--- src/rtl/shader_pkg.sv ---
// ---------------------------------------------------------------------------
// shader_pkg
// Shared types and constants for the shader sequencer slice.
//   seq_state_t : sequencer states (IDLE, RUN, CAPTURE)
//   INSTR_W     : instruction word width
//   DATA_W      : colour / coordinate / time operand width
//   INSTR_END   : word treated as END when early termination is built in
// ---------------------------------------------------------------------------
package shader_pkg;

    localparam int INSTR_W = 8;
    localparam int DATA_W  = 6;

    localparam logic [INSTR_W-1:0] INSTR_END = 8'h00;

    typedef enum logic [1:0] {
        IDLE    = 2'd0,
        RUN     = 2'd1,
        CAPTURE = 2'd2
    } seq_state_t;

endpackage

--- src/rtl/shader_time_counter.sv ---
// ---------------------------------------------------------------------------
// shader_time_counter
// 12-bit time base split into time1:time0 operands for the execute unit.
// The count only advances while the sequencer is idle so operands stay
// constant for the whole pixel; frames seen while busy are remembered in a
// single pending flag (several frames collapse into one step).
// Ports:
//   clk_i    : clock, rising edge
//   rst_i    : synchronous active-high reset
//   frame_i  : one-cycle frame pulse
//   busy_i   : sequencer is in RUN or CAPTURE
//   time0_o  : fast counter (low 6 bits)
//   time1_o  : slow counter (high 6 bits)
// ---------------------------------------------------------------------------
module shader_time_counter
    import shader_pkg::*;
(
    input  logic              clk_i,
    input  logic              rst_i,
    input  logic              frame_i,
    input  logic              busy_i,
    output logic [DATA_W-1:0] time0_o,
    output logic [DATA_W-1:0] time1_o
);

    logic                  r_pending;
    logic [2*DATA_W-1:0]   r_count;

    always_ff @(posedge clk_i) begin
        if (rst_i) begin
            r_pending <= 1'b0;
            r_count   <= '0;
        end else if (busy_i) begin
            if (frame_i) begin
                r_pending <= 1'b1;
            end
        end else if (frame_i | r_pending) begin
            // time0 carries into time1 and the whole thing wraps 4095 -> 0
            r_count   <= r_count + 1'b1;
            r_pending <= 1'b0;
        end
    end

    assign time0_o = r_count[DATA_W-1:0];
    assign time1_o = r_count[2*DATA_W-1:DATA_W];

endmodule

--- src/rtl/shader_sequencer.sv ---
// ---------------------------------------------------------------------------
// shader_sequencer
// Per-pixel controller for the shader execute datapath. Holds a writable
// program, streams it one word per cycle to the execute unit for every
// accepted pixel, captures the resulting colour and pulses done_o.
//
// Optional build macro: SHADER_SEQ_EARLY_END_EN
//   defined   : a word equal to INSTR_END at a non-zero pc ends the pixel
//               early (not executed; that cycle serves as the capture cycle)
//   undefined : every pixel runs all NUM_INSTR words
//
// Ports:
//   clk_i, rst_i              : clock / synchronous active-high reset
//   prog_we_i/addr_i/data_i   : program write port (ignored while busy)
//   start_i, x_i, y_i         : pixel request and coordinates
//   frame_i                   : frame pulse advancing the time operands
//   rgb_i                     : colour from the execute unit
//   busy_o                    : high in RUN and CAPTURE
//   instr_o, execute_o        : instruction stream to the execute unit
//   x_o, y_o                  : latched pixel coordinates
//   time0_o, time1_o          : time operands
//   rgb_o, done_o             : captured colour and one-cycle completion
//
// state   | meaning
// IDLE    | waiting for start_i; program writes and time updates allowed
// RUN     | streaming mem[pc] with execute_o high
// CAPTURE | rgb_i settled from last word; latch it and pulse done_o
// ---------------------------------------------------------------------------
module shader_sequencer
    import shader_pkg::*;
#(
    parameter  int NUM_INSTR = 8,
    localparam int ADDR_W    = $clog2(NUM_INSTR)
) (
    input  logic               clk_i,
    input  logic               rst_i,
    input  logic               prog_we_i,
    input  logic [ADDR_W-1:0]  prog_addr_i,
    input  logic [INSTR_W-1:0] prog_data_i,
    input  logic               start_i,
    input  logic [DATA_W-1:0]  x_i,
    input  logic [DATA_W-1:0]  y_i,
    input  logic               frame_i,
    input  logic [DATA_W-1:0]  rgb_i,
    output logic               busy_o,
    output logic [INSTR_W-1:0] instr_o,
    output logic               execute_o,
    output logic [DATA_W-1:0]  x_o,
    output logic [DATA_W-1:0]  y_o,
    output logic [DATA_W-1:0]  time0_o,
    output logic [DATA_W-1:0]  time1_o,
    output logic [DATA_W-1:0]  rgb_o,
    output logic               done_o
);

    localparam logic [ADDR_W-1:0] LP_LAST = ADDR_W'(NUM_INSTR - 1);
    localparam logic [ADDR_W:0]   LP_NUM  = (ADDR_W + 1)'(NUM_INSTR);

    seq_state_t          r_state;
    seq_state_t          w_next_state;
    logic [ADDR_W-1:0]   r_pc;
    logic [ADDR_W-1:0]   w_pc_next;
    logic [INSTR_W-1:0]  r_mem [NUM_INSTR];
    logic [DATA_W-1:0]   r_x;
    logic [DATA_W-1:0]   r_y;
    logic [DATA_W-1:0]   r_rgb;
    logic                r_done;

    logic                w_busy;
    logic [INSTR_W-1:0]  w_word;
    logic                w_end;
    logic                w_accept;
    logic                w_capture;
    logic                w_execute;
    logic [INSTR_W-1:0]  w_instr;
    logic                w_mem_we;

    assign w_busy = (r_state != IDLE);
    assign w_word = r_mem[r_pc];

`ifdef SHADER_SEQ_EARLY_END_EN
    // pc 0 is exempt so a program may legally start with the END encoding
    assign w_end = (w_word == INSTR_END) && (r_pc != '0);
`else
    assign w_end = 1'b0;
`endif

    // Out-of-range addresses can only occur when NUM_INSTR is not a power of 2
    assign w_mem_we = prog_we_i && !w_busy && ({1'b0, prog_addr_i} < LP_NUM);

    always_comb begin
        w_next_state = r_state;
        w_pc_next    = r_pc;
        w_accept     = 1'b0;
        w_capture    = 1'b0;
        w_execute    = 1'b0;
        w_instr      = '0;
        case (r_state)
            IDLE: begin
                if (start_i) begin
                    w_accept     = 1'b1;
                    w_pc_next    = '0;
                    w_next_state = RUN;
                end
            end
            RUN: begin
                w_instr = w_word;
                if (w_end) begin
                    // Nothing executes this cycle, so rgb_i already reflects the
                    // previous word: capture here instead of spending a CAPTURE cycle.
                    w_capture    = 1'b1;
                    w_pc_next    = '0;
                    w_next_state = IDLE;
                end else begin
                    w_execute = 1'b1;
                    if (r_pc == LP_LAST) begin
                        w_pc_next    = '0;
                        w_next_state = CAPTURE;
                    end else begin
                        w_pc_next = r_pc + 1'b1;
                    end
                end
            end
            CAPTURE: begin
                w_capture    = 1'b1;
                w_next_state = IDLE;
            end
            default: begin
                w_next_state = IDLE;
                w_pc_next    = '0;
            end
        endcase
    end

    always_ff @(posedge clk_i) begin
        if (rst_i) begin
            r_state <= IDLE;
            r_pc    <= '0;
            r_x     <= '0;
            r_y     <= '0;
            r_rgb   <= '0;
            r_done  <= 1'b0;
            for (int i = 0; i < NUM_INSTR; i++) begin
                r_mem[i] <= '0;
            end
        end else begin
            r_state <= w_next_state;
            r_pc    <= w_pc_next;
            r_done  <= w_capture;
            if (w_capture) begin
                r_rgb <= rgb_i;
            end
            if (w_accept) begin
                r_x <= x_i;
                r_y <= y_i;
            end
            if (w_mem_we) begin
                r_mem[prog_addr_i] <= prog_data_i;
            end
        end
    end

    shader_time_counter u_time (
        .clk_i   (clk_i),
        .rst_i   (rst_i),
        .frame_i (frame_i),
        .busy_i  (w_busy),
        .time0_o (time0_o),
        .time1_o (time1_o)
    );

    assign busy_o    = w_busy;
    assign instr_o   = w_instr;
    assign execute_o = w_execute;
    assign x_o       = r_x;
    assign y_o       = r_y;
    assign rgb_o     = r_rgb;
    assign done_o    = r_done;

endmodule

--- config.mk ---
export PLATFORM = sky130hd
export DESIGN_NAME = shader_sequencer
export DESIGN_NICKNAME = d
export VERILOG_FILES = /design/src/rtl/shader_pkg.sv /design/src/rtl/shader_time_counter.sv /design/src/rtl/shader_sequencer.sv
export SDC_FILE = /design/constraint.sdc
export NUM_CORES = 1
export LEC_CHECK = 0
export ABC_AREA = 1
export BUFFER_PORTS_ARGS = -buffer_cell sky130_fd_sc_hd__buf_2
export CAP_MARGIN = 5
export CORE_MARGIN = 2
export CORE_UTILIZATION = 35
export DETAILED_ROUTE_END_ITERATION = 10
export GPL_TIMING_DRIVEN = 0
export HOLD_SLACK_MARGIN = 0.1
export PLACE_DENSITY = 0.66
export SYNTH_ARGS = -nofsm -noshare
export SYNTH_HDL_FRONTEND = slang
export SYNTH_SLANG_ARGS = --single-unit
--- constraint.sdc ---
create_clock -name clk_i -period 2 [get_ports clk_i]
set_clock_uncertainty 0.1 [all_clocks]
set_input_delay 0.1 -clock clk_i [delete_from_list [all_inputs] [get_ports clk_i]]
set_output_delay 0.1 -clock clk_i [all_outputs]
set_load 0.01 [all_outputs]
==> flow_metrics.py, run 1 <==
metrics = {
    "status": {
        "status": "finished, final reports clean",
    },
    "finish": {
        "fin_area_um2": 5730,
        "num-nets-final": 668,
        "fillers": 1197,
        "layout_common_cells": "nor2_1, buf_2, edfxtp_1, nand2_1, o21ai_0",
        "register_area_um2": 2720,
        "final_common_cell": "nor2_1",
        "syn_to_final_growth_pct": 23.9,
        "drive_above_1_share_pct": 19.8,
        "n_antenna_cell": 0,
        "fin_util_pct": 44.8,
        "multi_input_area_um2": 1640,
    },
    "timing": {
        "worst_slew_pin_slew_ns": 0.437,
        "setup_slack_ns": 0.0943,
        "fmax_mhz": 525,
        "slew_violations": 0,
        "timing.setup.tns_ns": 0,
        "hold_viol_final": 0,
        "rsz0062_at_grt": "true",
        "relSlewSlack_pct": 70.8,
        "min_period_ns": 1.91,
        "finalSetupViolCount": 0,
        "finalCritPeriodShare_pct": 95.3,
    },
    "clock_network": {
        "cts_root_buf": "clkbuf_16",
        "clock-sinks": 104,
        "path_clk_slew_ns": 0.08,
        "clk_latency_ns": 0.34,
        "post_cts_buffers": 0,
        "cts_tree": "built",
        "cts_htree_levels": 3,
        "numCtsBuffers": 9,
        "ctsLongestPathBuffers": 2,
    },
    "critical_path": {
        "ff2ff_path_depth": 5,
        "worstSetupPathType": "register to output pin",
        "r2r_end": "r_mem[2][0]",
        "crit_chain": "inv_2 -> buf_2 -> o21ai_0 -> o21ai_1 -> nor2_1 -> nor2_1 -> buf_2",
        "max_stage_delay_ns": 0.41,
        "crit_path_end_kind": "output pin",
        "crit_path_top_delay_cell": "dfxtp_2",
        "r2r_slack_ns": 0.20,
        "cp_max_fo": 10,
        "cp.arrival_ns": 1.71,
        "r2r_start": "r_state[0]",
        "crit_required_ns": 1.80,
        "startpoint_type": "register",
    },
    "pwr": {
        "swShare_pct": 26.0,
        "pwr-share-clk_pct": 37.0,
        "switchingPower_mw": 1.20,
        "vdd_ir_drop_max_v": 0.000481,
        "comb_power_share_pct": 11.0,
        "p_int_mw": 3.41,
        "leakage_nw": 2.62,
        "powerDensity_nw_per_um2": 806,
        "p_seq_share_pct": 52.0,
    },
    "logic_synthesis": {
        "syn-cell-area_um2": 4620,
        "yosysUniqueCellTypes": 22,
        "synth-seq-area-share_pct": 58.9,
        "yosysWarnings": 0,
        "synth-edff-count": 64,
        "ys_ff_latch": 104,
        "synth_flop_cell": "edfxtp_1",
        "syn_area_per_cell_um2": 8.82,
        "async_flop_share_pct": 0,
        "synthesis.nets": 561,
        "netlist_instances": 524,
    },
    "grt": {
        "grt_pass1_vias": 3739,
        "grt_start_max_net_pins": 20,
        "grt_pass1_wl_mm": 18.3,
        "grt.overflow.total": 0,
        "grtUsageTotal_pct": 16.5,
        "antenna_found_initial": 0,
    },
    "die": {
        "die_area_um2": 14100,
        "core_area_um2": 12800,
        "io-pin-count": 75,
        "initial_core_util_pct": 36.2,
        "die_h_um": 119,
        "num_rows": 41,
        "die_w_um": 119,
    },
    "placed_design": {
        "port_buffers": 73,
        "placed_area_um2": 5200,
        "gp_congestion": 0.804,
        "pre_cts_ws_ns": 0.207,
        "place_hpwl_mm": 7.94,
    },
    "hold_path": {
        "hold_depth": 3,
        "hold_end": "r_mem[7][0]",
        "min_from": "prog_data_i[0]",
        "min_path_type": "input port to register",
    },
    "detailed_routing": {
        "via_per_inst": 4.69,
        "wl_per_cell_um": 14.1,
        "wl_mm": 11.4,
        "route.antenna.remaining_nets": 0,
        "initialDrtViolationCount": 232,
        "vias": 3791,
        "drt_pass1_iterations": 5,
        "drcViolationCount": 0,
    },
    "job": {
        "max_cap_viol_count": 0,
    },
}
-- registers in the layout (all words and copies together), names as in the netlist, named ones only --
name              flops
done_o                1
r_mem                64
r_pc                  3
y_o                   6
x_o                   6
r_state               2
rgb_o                 6
u_time.r_pending      1
u_time.r_count       12
-- cell usage after synthesis, types with 5 or more instances --
library cell  number  area share, %
buf_2             11            1.2
a21oi_1            8           0.87
inv_1             39            3.2
o21ai_1           10            1.1
o21ai_0           52            5.6
nor2_1           196             16
nand2_1           51            4.1
edfxtp_1          64             42
nand3_1           14            1.5
dfxtp_1           40             17
nand2_4            9            2.2
nand4_1            5           0.68
-- cell type report --
type	count	share of cell area, %
Buffer	19	1.86
Clock buffer	9	3.93
Clock inverter	7	1.03
Inverter	42	2.75
Multi-Input combinational cell	359	28.7
Sequential cell	104	47.6
Tap cell	172	3.76
Timing Repair Buffer	96	10.4
-- layer usage --
| metal | routed length (um) | share of wire (%) | GRT usage (%) | vias up |
|---|---|---|---|---|
| met1 | 4910 | 43 | 20.5 | 1728 |
| met2 | 5530 | 49 | 29.0 | 144 |
| li1 | - | - | - | 1906 |
| met5 | 0 | 0 | 0 | - |
| met3 | 786 | 6.9 | 2.54 | 13 |
| met4 | 162 | 1.4 | 5.95 | 0 |
-- metrics by stage --
stage / power (mW) / std cells / hold slack (ns)
after floorplan: 2.73 / 524 / 0.135
after global placement: 2.90 / 769 / 0.226
after detailed placement: 2.91 / 769 / 0.232
after CTS: 4.65 / 808 / 0.124
after global routing: 4.80 / 808 / 0.143
final: 4.61 / 808 / 0.130
-- power by group through the flow --
stage	clock, mW	sequential, mW	combinational (mW)
final	1.71	2.40	0.509
after global routing	1.82	2.41	0.571
after CTS	1.74	2.40	0.507
after detailed placement	0	2.45	0.469
after global placement	0	2.44	0.461
after floorplan	0	2.45	0.286
-- worst max-delay path: cells and delay by family, from the launching register on --
| kind | cells | cell delay, ns |
|---|---|---|
| AO/OA/AOI/OAI | 2 | 0.41 |
| buffers and inverters | 3 | 0.38 |
| flip-flops | 1 | 0.41 |
| AND/OR/NAND/NOR | 2 | 0.16 |
-- worst max path at each step --
stage	to	slack, ns	cells past startpoint
floorplan	r_mem[0][0]	0.43	5
global placement	r_mem[2][4]	0.25	5
detailed placement	r_mem[2][4]	0.21	5
CTS	instr_o[2]	0.03	7
global route	instr_o[2]	-0.006	8
finish	instr_o[1]	0.09	7
-- cells by family after synthesis --
group | share of synthesized area (%)
adder cells (fa/ha/maj) | 0.812
flip-flops | 58.9
AO/OA/AOI/OAI | 7.74
AND/OR/NAND/NOR | 27.0
buffers and inverters | 5.52
-- timing repair --
action / CTS / global route
hold buffers: 23 / 0
gates resized for setup: 2 / 7
endpoints found under the hold margin: 29 / 0
endpoints found under the setup margin: 7 / 8
Note: power is estimated with default switching activity, not from simulation.
==> run 2, diff against run 1 <==
--- a/config.mk
+++ b/config.mk
@@ -9,11 +9,11 @@
 export BUFFER_PORTS_ARGS = -buffer_cell sky130_fd_sc_hd__buf_2
 export CAP_MARGIN = 5
 export CORE_MARGIN = 2
-export CORE_UTILIZATION = 35
+export CORE_UTILIZATION = 50
 export DETAILED_ROUTE_END_ITERATION = 10
 export GPL_TIMING_DRIVEN = 0
 export HOLD_SLACK_MARGIN = 0.1
-export PLACE_DENSITY = 0.66
+export PLACE_DENSITY = 0.72
 export SYNTH_ARGS = -nofsm -noshare
 export SYNTH_HDL_FRONTEND = slang
 export SYNTH_SLANG_ARGS = --single-unit
==> run 2 against run 1 <==
Sequential share of layout area up 1.3 points; via count up 0.11%; critical path type unchanged; hold slack worse by 0.026 ns; maximum frequency up 0.70%.
==> flow_metrics.py, run 2 (synthesized netlist as in run 1, its figures left out) <==
metrics = {
    "finish": {
        "final_common_cell": "nor2_1",
        "reg.largest.list": "r_mem: 64 flops, u_time.r_count: 12 flops",
        "num-nets-final": 671,
        "drive_above_1_share_pct": 19.7,
        "largest_reg_flops": 64,
        "syn_to_final_growth_pct": 20.8,
        "layout_common_cells": "nor2_1, buf_2, edfxtp_1, nand2_1, o21ai_0",
        "n_antenna_cell": 0,
        "max_flop_register": "r_mem",
        "fin_area_um2": 5580,
    },
    "die": {
        "initial_core_util_pct": 50.7,
        "core_area_um2": 9110,
        "io-pin-count": 75,
        "die_area_um2": 10000,
        "die_h_um": 100,
        "die_w_um": 100,
        "num_rows": 35,
    },
    "grt": {
        "grtUsageTotal_pct": 22.3,
        "grt_pass1_vias": 3582,
        "grt_start_max_net_pins": 18,
        "antenna_found_initial": 0,
        "grt.overflow.total": 0,
        "grt_pass1_wl_mm": 17.2,
    },
    "clock_network": {
        "cts_htree_levels": 3,
        "post_cts_buffers": 0,
        "clock-sinks": 104,
        "numCtsBuffers": 9,
        "clk_latency_ns": 0.36,
        "ctsLongestPathBuffers": 2,
        "path_clk_slew_ns": 0.10,
        "cts_root_buf": "clkbuf_8",
        "cts_tree": "built",
    },
    "critical_path": {
        "r2r_start": "r_state[0]",
        "crit_path_top_delay_cell": "dfxtp_4",
        "crit_path_end_kind": "output pin",
        "worstSetupPathType": "register to output pin",
        "cp_max_fo": 10,
        "cp.buffers_inverters": 3,
        "max_stage_delay_ns": 0.40,
        "crit_required_ns": 1.80,
        "path_delay_family": "flip-flops",
        "cp.arrival_ns": 1.69,
        "ff2ff_path_depth": 5,
        "r2r_slack_ns": 0.24,
        "r2r_end": "r_mem[4][6]",
        "crit_chain": "inv_2 -> buf_2 -> o21ai_0 -> o21ai_1 -> nor2_1 -> nor2_1 -> buf_2",
        "startpoint_type": "register",
    },
    "timing": {
        "finalCritPeriodShare_pct": 94.6,
        "min_period_ns": 1.89,
        "relSlewSlack_pct": 74.2,
        "rsz0062_at_grt": "true",
        "worst_slew_pin_slew_ns": 0.386,
        "slew_violations": 0,
        "fmax_mhz": 528,
        "holdWs_ns": 0.104,
        "hold_viol_final": 0,
        "finalSetupViolCount": 0,
    },
    "detailed_routing": {
        "drt_pass1_iterations": 4,
        "wl_mm": 10.7,
        "drcViolationCount": 0,
        "vias": 3795,
        "route.antenna.remaining_nets": 0,
        "initialDrtViolationCount": 253,
        "via_per_inst": 5.06,
        "wl_per_cell_um": 14.2,
    },
    "pwr": {
        "power.total_mw": 4.12,
        "powerDensity_nw_per_um2": 738,
        "leakage_nw": 2.58,
        "vdd_ir_drop_max_v": 0.000396,
    },
    "placed_design": {
        "port_buffers": 73,
        "placed_area_um2": 5120,
        "place_hpwl_mm": 7.60,
        "gp_congestion": 0.842,
    },
    "status": {
        "status": "finished, final reports clean",
    },
    "hold_path": {
        "hold_depth": 3,
        "min_path_type": "input port to register",
        "hold_end": "r_mem[7][2]",
        "min_from": "prog_data_i[2]",
    },
    "job": {
        "max_cap_viol_count": 0,
    },
}
run 2: cell type report:
cell class	instances	area [um2]
Buffer	19	115
Inverter	42	158
Clock inverter	4	28.8
Tap cell	111	139
Timing Repair Buffer	99	626
Fill cell	770	3530
Clock buffer	12	146
Sequential cell	104	2730
Multi-Input combinational cell	359	1640
run 2: what timing repair did:
| action | 4_1_cts | 5_1_grt |
|---|---|---|
| hold buffers | 26 | 0 |
| hold endpoints to repair | 44 | 0 |
| endpoints found under the setup margin | 5 | 8 |
| gates resized for setup | 2 | 14 |
| pin swaps | 0 | 1 |
run 2: report_power, final:
part	switching, mW	internal (mW)
clock	0.716	0.499
combinational	0.319	0.190
sequential	0.0406	2.36
run 2: worst register-to-register path, cell delays in order, from the launching register on:
cell and delay [ns]:
dfxtp_1 0.37, nor2_4 0.19, nand3_4 0.16, nor2_8 0.20, nand2_4 0.11, nand2_1 0.29
run 2: per-stage QoR:
step           setup TNS, ns  worst slack [ns]  std cells  utilization, %
5_1_grt             -0.00840          -0.00840        750            61.3
6_report                   0             0.108        750            61.3
2_1_floorplan              0             0.434        524               -
4_1_cts                    0            0.0389        750            61.1
3_5_place_dp               0             0.227        708            56.3
3_3_place_gp               0             0.278        708            56.3
run 2: worst max-delay path by stage:
stage | startpoint | end | slack [ns] | cells after the start
2_1_floorplan | r_state[0] | r_mem[0][0] | 0.43 | 5
3_3_place_gp | r_state[0] | r_mem[4][3] | 0.28 | 5
3_5_place_dp | r_state[0] | r_mem[5][3] | 0.23 | 5
4_1_cts | register | instr_o[6] | 0.04 | 7
5_1_grt | register | instr_o[2] | -0.008 | 8
6_report | register | instr_o[2] | 0.11 | 7
run 2: metal layers:
metal | vias up | global-route usage (%) | wire length, um
li1 | 1913 | - | -
met3 | 17 | 5.36 | 802
met4 | 0 | 8.54 | 277
met5 | - | 0 | 0
met2 | 132 | 36.4 | 5120
met1 | 1733 | 29.0 | 4460
==> run 3, diff against run 2 <==
--- a/config.mk
+++ b/config.mk
@@ -14,6 +14,7 @@
 export GPL_TIMING_DRIVEN = 0
 export HOLD_SLACK_MARGIN = 0.1
 export PLACE_DENSITY = 0.72
+export RECOVER_POWER = 100
 export SYNTH_ARGS = -nofsm -noshare
 export SYNTH_HDL_FRONTEND = slang
 export SYNTH_SLANG_ARGS = --single-unit
==> run 3 against run 2 <==
Sequential power about the same; non-clock buffer count unchanged; wire length is 0.10% higher; first-iteration DRC count down 18%; register-to-register slack got worse by 0.11 ns; maximum frequency increased by 0.74%; via count up 0.90%; critical endpoint unchanged; utilization decreased by 0.88 points; combinational power decreased by 3%; critical path depth did not move; design area is 1.4% lower.
==> flow_metrics.py, run 3 (synthesized netlist as in run 1, its figures left out) <==
metrics = {
    "timing": {
        "worst_slew_pin_slew_ns": 0.448,
        "min_period_ns": 1.88,
        "timing.setup.tns_ns": 0,
        "rsz0062_at_grt": "true",
        "fmax_mhz": 532,
        "finalSetupViolCount": 0,
        "hold_viol_final": 0,
        "relSlewSlack_pct": 70.1,
        "finalCritPeriodShare_pct": 93.9,
        "slew_violations": 0,
    },
    "detailed_routing": {
        "wl_mm": 10.7,
        "initialDrtViolationCount": 207,
        "wl_per_cell_um": 14.2,
        "drt_pass1_iterations": 4,
        "via_per_inst": 5.11,
        "drcViolationCount": 0,
        "vias": 3829,
        "route.antenna.remaining_nets": 0,
    },
    "critical_path": {
        "crit_required_ns": 1.80,
        "crit_chain": "inv_2 -> buf_2 -> o21ai_0 -> o21ai_1 -> nor2_1 -> nor2_1 -> buf_2",
        "cp.depth": 7,
        "ff2ff_path_depth": 5,
        "r2r_slack_ns": 0.13,
        "worstSetupPathType": "register to output pin",
        "crit_path_end_kind": "output pin",
        "startpoint_type": "register",
        "r2r_end": "r_mem[0][0]",
        "max_stage_delay_ns": 0.40,
        "cp_max_fo": 10,
        "crit_path_top_delay_cell": "dfxtp_4",
        "cp.buffers_inverters": 3,
        "r2r_start": "r_state[0]",
        "cp.arrival_ns": 1.68,
        "path_delay_family": "flip-flops",
        "endpoint": "instr_o[2]",
    },
    "die": {
        "die_w_um": 100,
        "core_area_um2": 9110,
        "die_area_um2": 10000,
        "num_rows": 35,
        "io-pin-count": 75,
        "die_h_um": 100,
        "initial_core_util_pct": 50.7,
    },
    "pwr": {
        "vdd_ir_drop_max_v": 0.000387,
        "power.total_mw": 4.11,
        "powerDensity_nw_per_um2": 747,
        "leakage_nw": 2.41,
    },
    "finish": {
        "syn_to_final_growth_pct": 19.1,
        "n_antenna_cell": 0,
        "max_flop_register": "r_mem",
        "num-nets-final": 671,
        "layout_common_cells": "nor2_1, edfxtp_1, nand2_1, o21ai_0, buf_2",
        "drive_above_1_share_pct": 13.6,
        "largest_reg_flops": 64,
        "final_common_cell": "nor2_1",
        "reg.largest.list": "r_mem: 64 flops, u_time.r_count: 12 flops",
        "fin_util_pct": 60.4,
    },
    "clock_network": {
        "clk_latency_ns": 0.37,
        "cts_tree": "built",
        "post_cts_buffers": 0,
        "clock-sinks": 104,
        "ctsLongestPathBuffers": 2,
        "cts_htree_levels": 3,
        "cts_root_buf": "clkbuf_8",
        "numCtsBuffers": 9,
        "path_clk_slew_ns": 0.10,
    },
    "status": {
        "status": "finished, final reports clean",
    },
    "job": {
        "max_cap_viol_count": 0,
    },
    "grt": {
        "grt_pass1_vias": 3582,
        "antenna_found_initial": 0,
        "grt_start_max_net_pins": 18,
        "grt_pass1_wl_mm": 17.2,
        "grt.overflow.total": 0,
        "grtUsageTotal_pct": 22.3,
    },
    "placed_design": {
        "port_buffers": 73,
        "gp_congestion": 0.842,
        "place_hpwl_mm": 7.60,
    },
    "hold_path": {
        "min_path_type": "input port to register",
    },
}
run 3: cell types whose count changed in the layout (fill, tap and decap cells not counted):
| cell | delta |
|---|---|
| buf_2 | -34 |
| nand2_4 | -3 |
| nor2_1 | +2 |
| clkbuf_1 | +34 |
| nor2_4 | -2 |
| nand2_1 | +3 |
run 3: metal layers:
metal / up-vias / global-route usage, % / wire length (um)
met4: 0 / 8.54 / 269
met2: 136 / 36.4 / 5110
met5: - / 0 / 0
met1: 1759 / 29.0 / 4530
met3: 18 / 5.36 / 754
li1: 1916 / - / -
run 3: layout make-up:
cell class                      instances  area (um2)
Clock inverter                          4        28.8
Inverter                               42         158
Tap cell                              111         139
Fill cell                             795        3610
Clock buffer                           12         146
Sequential cell                       104        2730
Multi-Input combinational cell        359        1610
Buffer                                 19         113
Timing Repair Buffer                   99         586
run 3: what timing repair did:
item                                    CTS  global route
resized for setup                         2            14
pin swaps                                 0             1
cloned                                    0             0
hold endpoints to repair                 44             0
hold buffers                             26             0
endpoints found under the setup margin    5             8
run 3: through the flow:
stage | hold WS, ns | cells | instance area, um2 | worst slack (ns)
2_1_floorplan | 0.135 | 524 | 4620 | 0.434
3_3_place_gp | 0.224 | 708 | 5120 | 0.278
3_5_place_dp | 0.228 | 708 | 5120 | 0.227
4_1_cts | 0.101 | 750 | 5560 | 0.0389
5_1_grt | 0.114 | 750 | 5500 | -0.00840
6_report | 0.102 | 750 | 5500 | 0.121
run 3: worst register-to-register path: stages (launching register included):
cell and delay, ns:
dfxtp_1 0.37, nor2_4 0.19, nand3_4 0.16, nor2_8 0.19, nand2_1 0.21, nand2_1 0.33
run 3: worst min-delay path by stage:
stage	startpoint	endpoint	slack, ns	depth (start not counted)
final	prog_data_i[2]	r_mem[7][2]	0.10	3
after floorplan	rgb_i[0]	rgb_o[0]	0.13	2
after detailed placement	rgb_i[5]	rgb_o[5]	0.23	3
after global routing	prog_data_i[3]	r_mem[7][3]	0.11	3
after CTS	prog_data_i[2]	r_mem[7][2]	0.10	3
after global placement	rgb_i[0]	rgb_o[0]	0.22	3
run 3: report_power, final:
part           total (mW)  switching (mW)  internal [mW]
logic               0.495           0.314          0.181
clock network        1.21           0.716          0.499
registers            2.40          0.0414           2.36
total                4.11            1.07           3.04
